$ cat src/rtl/bnn_stream_loader.sv
// Serial loader for a binary image and a bank of binary KxK filters.
// Each stream has its own input register, write counter and LOAD/FULL state.
module bnn_stream_loader #(
  parameter int IMG_W  = 28,
  parameter int IMG_H  = 28,
  parameter int N_FILT = 8,
  parameter int K      = 3
) (
  input  logic                    clk,
  input  logic                    reset,
  input  logic                    d_in_p,
  input  logic                    vld_p,
  input  logic                    d_in_w,
  input  logic                    vld_w,
  input  logic                    clr_p,
  input  logic                    clr_w,
  output logic [IMG_W*IMG_H-1:0]  pixels,
  output logic [N_FILT*K*K-1:0]   weights,
  output logic                    pix_done,
  output logic                    w_done,
  output logic                    load_done,
  output logic                    ovf
);

  localparam int PN  = IMG_W * IMG_H;
  localparam int WN  = N_FILT * K * K;
  localparam int PCW = (PN > 1) ? $clog2(PN) : 1;
  localparam int WCW = (WN > 1) ? $clog2(WN) : 1;

  typedef enum logic {LOAD = 1'b0, FULL = 1'b1} stream_state_t;

  logic           p_d_q, p_v_q;
  logic           w_d_q, w_v_q;
  logic [PCW-1:0] p_cnt;
  logic [WCW-1:0] w_cnt;
  stream_state_t  p_state, w_state;
  logic           p_ovf_hit, w_ovf_hit;

  // Pixel stream
  always_ff @(posedge clk) begin
    if (reset) begin
      p_d_q    <= 1'b0;
      p_v_q    <= 1'b0;
      pixels   <= '0;
      p_cnt    <= '0;
      pix_done <= 1'b0;
      p_state  <= LOAD;
    end else if (clr_p) begin
      p_d_q    <= 1'b0;
      p_v_q    <= 1'b0;
      pixels   <= '0;
      p_cnt    <= '0;
      pix_done <= 1'b0;
      p_state  <= LOAD;
    end else begin
      p_d_q <= d_in_p;
      p_v_q <= vld_p;
      if (p_v_q && p_state == LOAD) begin
        pixels[p_cnt] <= p_d_q;
        if (p_cnt == PCW'(PN - 1)) begin
          p_cnt    <= '0;
          pix_done <= 1'b1;
          p_state  <= FULL;
        end else begin
          p_cnt <= p_cnt + PCW'(1);
        end
      end
    end
  end

  // Weight stream
  always_ff @(posedge clk) begin
    if (reset) begin
      w_d_q   <= 1'b0;
      w_v_q   <= 1'b0;
      weights <= '0;
      w_cnt   <= '0;
      w_done  <= 1'b0;
      w_state <= LOAD;
    end else if (clr_w) begin
      w_d_q   <= 1'b0;
      w_v_q   <= 1'b0;
      weights <= '0;
      w_cnt   <= '0;
      w_done  <= 1'b0;
      w_state <= LOAD;
    end else begin
      w_d_q <= d_in_w;
      w_v_q <= vld_w;
      if (w_v_q && w_state == LOAD) begin
        weights[w_cnt] <= w_d_q;
        if (w_cnt == WCW'(WN - 1)) begin
          w_cnt   <= '0;
          w_done  <= 1'b1;
          w_state <= FULL;
        end else begin
          w_cnt <= w_cnt + WCW'(1);
        end
      end
    end
  end

  // A bit dropped by a simultaneous clear is not an overflow
  always_comb begin
    p_ovf_hit = p_v_q && (p_state == FULL) && !clr_p;
    w_ovf_hit = w_v_q && (w_state == FULL) && !clr_w;
  end

  always_ff @(posedge clk) begin
    if (reset) begin
      ovf <= 1'b0;
    end else if (p_ovf_hit || w_ovf_hit) begin
      ovf <= 1'b1;
    end
  end

  assign load_done = pix_done & w_done;

endmodule

$ cat config.mk
export PLATFORM = sky130hd
export DESIGN_NAME = bnn_stream_loader
export DESIGN_NICKNAME = d
export VERILOG_FILES = /design/src/rtl/bnn_stream_loader.sv
export SDC_FILE = /design/constraint.sdc
export NUM_CORES = 2
export LEC_CHECK = 0
export CAP_MARGIN = 20
export CORE_AREA = 2 2 333 335
export CTS_BUF_LIST = sky130_fd_sc_hd__clkbuf_4
export DETAILED_ROUTE_END_ITERATION = 7
export DIE_AREA = 0 0 335 337
export MAX_ROUTING_LAYER = met4
export PLACE_DENSITY = 0.53
export SYNTH_ARGS = -nofsm -noshare
export SYNTH_HDL_FRONTEND = slang
export SYNTH_SLANG_ARGS = --single-unit
$ cat constraint.sdc
create_clock -name clk -period 3.45 [get_ports clk]
set_input_delay 0.5175 -clock clk [delete_from_list [all_inputs] [get_ports clk]]
set_output_delay 0.5175 -clock clk [all_outputs]
set_load 0.01 [all_outputs]
==> metrics <==
outcome finished, final reports clean; Critical Path RT approximately 2.9 ns; CTS Buffer Depth 3; drt drc 0; crit-path max FO 14; Skew-Pair Late Insertion Delay approximately 1.2 ns; Core ar. approximately 110,000 sq um; first-pass detailed-route iteration total 6; total power 20.1 mW; Post-Layout Cell Count about 6,600; min Tclk post-route 3.09 ns; setup ws final around 0.36 ns; placed cells just over 6,000; most used flip-flop cell after synthesis dfxtp_1; Clock Skews 0.0947 ns; max-capacitance violation count 0; layout cell share with drive strength beyond 1 12.1%; relative slew slack between 20 and 30%; Power Density 423 nW/um^2; yosys warns 0; # port buffers roughly 870; Avg Cell Area, Syn ~8 sq um; vias in the first global route 34,400; total gr overflow 0; syn nets approximately 4,200; CTS tree done; Worst Path Arrival 2.57 ns; critical path cell sequence clkdlybuf4s50_1; highest clock rate 323 MHz; H-tree depth 4; Placed Area ~44,000 sq um; Post-Synthesis Cells between 4,000 and 5,000; initial antenna violation count 11; sequential share of the synthesized area between 50% and 60%; Placer Congestion 0.862; delay-heaviest family, CP buffers and inverters; Fin. Hold Viols 0; Final setup viols 0; Worst Path Class, Setup flip-flop to output pin; post-route ant nets 0; Cell Area, Synth approximately 34,000 sq um; Peak VDD IR 237 uV; Setup TNS 0 ns; initial drt markers 4,862; Chip Width about 340 um; Area Overhead vs Synth 38.0%; All-Layer GR Usage roughly 33%; RSZ-0062 raised after global routing no; WP buf/inv 1; Leak 14.8 nW; EDFF count, synth 0; crit end category output pin; clock-pin slew on the worst setup and hold paths ~0.070 ns; IO Pins approximately 870; Worst setup SP type flip-flop; design area approximately 47,000 sq um; die height around 340 um; DP Worst Slack ~0.90 ns; Worst Tran Pin Value approximately 1.0 ns; post-DP HPWL roughly 120 mm; Initial Util a little under a third; vias approximately 38,000; CTS sink count approximately 900; Routed WL ~190 mm; Rows around 120; final worst-path cycle share 89.6%; Synth async-reset ratio 0%; largest net degree at the start of global routing between 100 and 150; DIE AREA between 100,000 and 150,000 sq um; critical path's largest stage delay just under 0.8 ns; Final Net Count 4,956; max-slew violations 0; Hold Crit Class primary input to flip-flop; first-pass GRT wire length 263 mm; TritonCTS buffer count 235; WL/cell just under 30 um; #FFs+latches synth 880; clock root cell clkbuf_4; DR vias/cell ~5.8; CP max-delay cell clkdlybuf4s50_1; post-synth cell types 48; Post-CTS Setup Bufs 0
-- routing by layer --
layer / track usage [%] / share of wire, % / vias up
li1: - / - / 16600
met1: 40.7 / 40 / 18400
met2: 48.3 / 44 / 2236
met3: 9.33 / 10 / 476
met4: 17.7 / 5.8 / 0
met5: - / 0 / -
-- metrics by stage --
stage                     util (%)  hold WS, ns
after floorplan                  -        0.483
after global placement        40.5        0.444
after detailed placement      40.5        0.451
after CTS                     43.3       0.0551
after global routing          43.3       0.0969
final                         43.3        0.189
-- Yosys cell counts, types with 2 or more instances --
cell type	count	area, sq um
and2_1	10	62.6
inv_1	3	11.3
xnor2_1	7	61.3
a31oi_1	2	12.5
nor2_8	4	80.1
xor2_1	6	52.6
nor2_1	63	236
dfxtp_1	880	17600
or3b_4	3	33.8
buf_4	35	263
nand3_1	795	3980
nand4_1	4	25.0
or3b_2	2	17.5
o21ai_1	53	265
and3b_1	8	70.1
nor4b_1	2	17.5
a21oi_1	788	3940
nor3b_1	6	45.0
o211ai_1	36	270
and4b_1	3	30.0
o31ai_1	36	270
nor2b_1	10	62.6
or2_2	3	18.8
clkbuf_1	364	1370
nand3b_4	4	80.1
ha_1	5	62.6
nor2_4	12	135
nor4_1	2	12.5
nor3_1	4	20.0
mux2i_1	37	370
and3_1	4	25.0
nand2_1	137	514
nand3b_1	8	60.1
or2_1	5	31.3
nand2b_1	4	25.0
o21ai_0	733	3670
buf_1	2	7.51
buf_2	93	465
-- layout make-up --
class                   count  area (sq um)
inverters                   3          11.3
clock inverters            60           310
well taps                1426          1780
fillers                 10900         62200
diodes                      7          17.5
flip-flops and latches    880         17600
multi-input cells        2805         14900
repair buffers           1018         10100
clock buffers             358          2690
-- registers in the layout, indices dropped and copies added, names as in the netlist --
name and flops:
pixels 784, weights 72, p_cnt 10, w_cnt 7
ovf 1, p_d_q 1, p_state 1, p_v_q 1
w_d_q 1, w_state 1, w_v_q 1
-- cells by family after synthesis --
kind of cell / synth area share [%]
xor+xnor: 0.331
compound gates: 24.6
fa+ha+maj: 0.182
flops: 51.2
mux: 1.08
buf+inv: 6.18
simple gates: 16.4
-- repair_timing --
| item | CTS | global route |
|---|---|---|
| resized for setup | 0 | 0 |
| endpoints found under the hold margin | 4 | 0 |
| hold buffers | 4 | 0 |
| endpoints found under the setup margin | 0 | 0 |
-- layout by cell type, fill, tap and decap left out, drive strengths merged, types with 5 or more instances in the layout --
cell type,count
o21ai,786
clkdlybuf4s50,867
and2,10
nand3,795
buf,145
nand3b,12
nor2,80
or3b,6
a21oi,788
nor3b,6
or2,8
diode,7
nand2,137
nor2b,10
dfxtp,880
clkinv,48
ha,5
xnor2,7
o211ai,36
o31ai,36
mux2i,37
and3b,8
inv,13
clkbuf,360
xor2,6
-- final timing paths --
kind                            cells past startpoint       start    endpoint  slack [ns]
worst min register to register                      2  weights[9]  weights[9]        0.46
worst max-delay path                                1     p_state    pix_done        0.36
worst max register to register                      4    p_cnt[2]   pixels[6]        0.78
worst min-delay path                                2       reset         ovf        0.19
-- where the power goes --
| group | total, mW | internal [mW] | switching (mW) |
|---|---|---|---|
| Sequential | 10.2 | 10.2 | 0.0122 |
| Combinational | 0.411 | 0.0770 | 0.334 |
| Clock | 9.50 | 4.79 | 4.70 |
| Total | 20.1 | 15.0 | 5.05 |
Note: power is estimated with default switching activity, not from simulation.
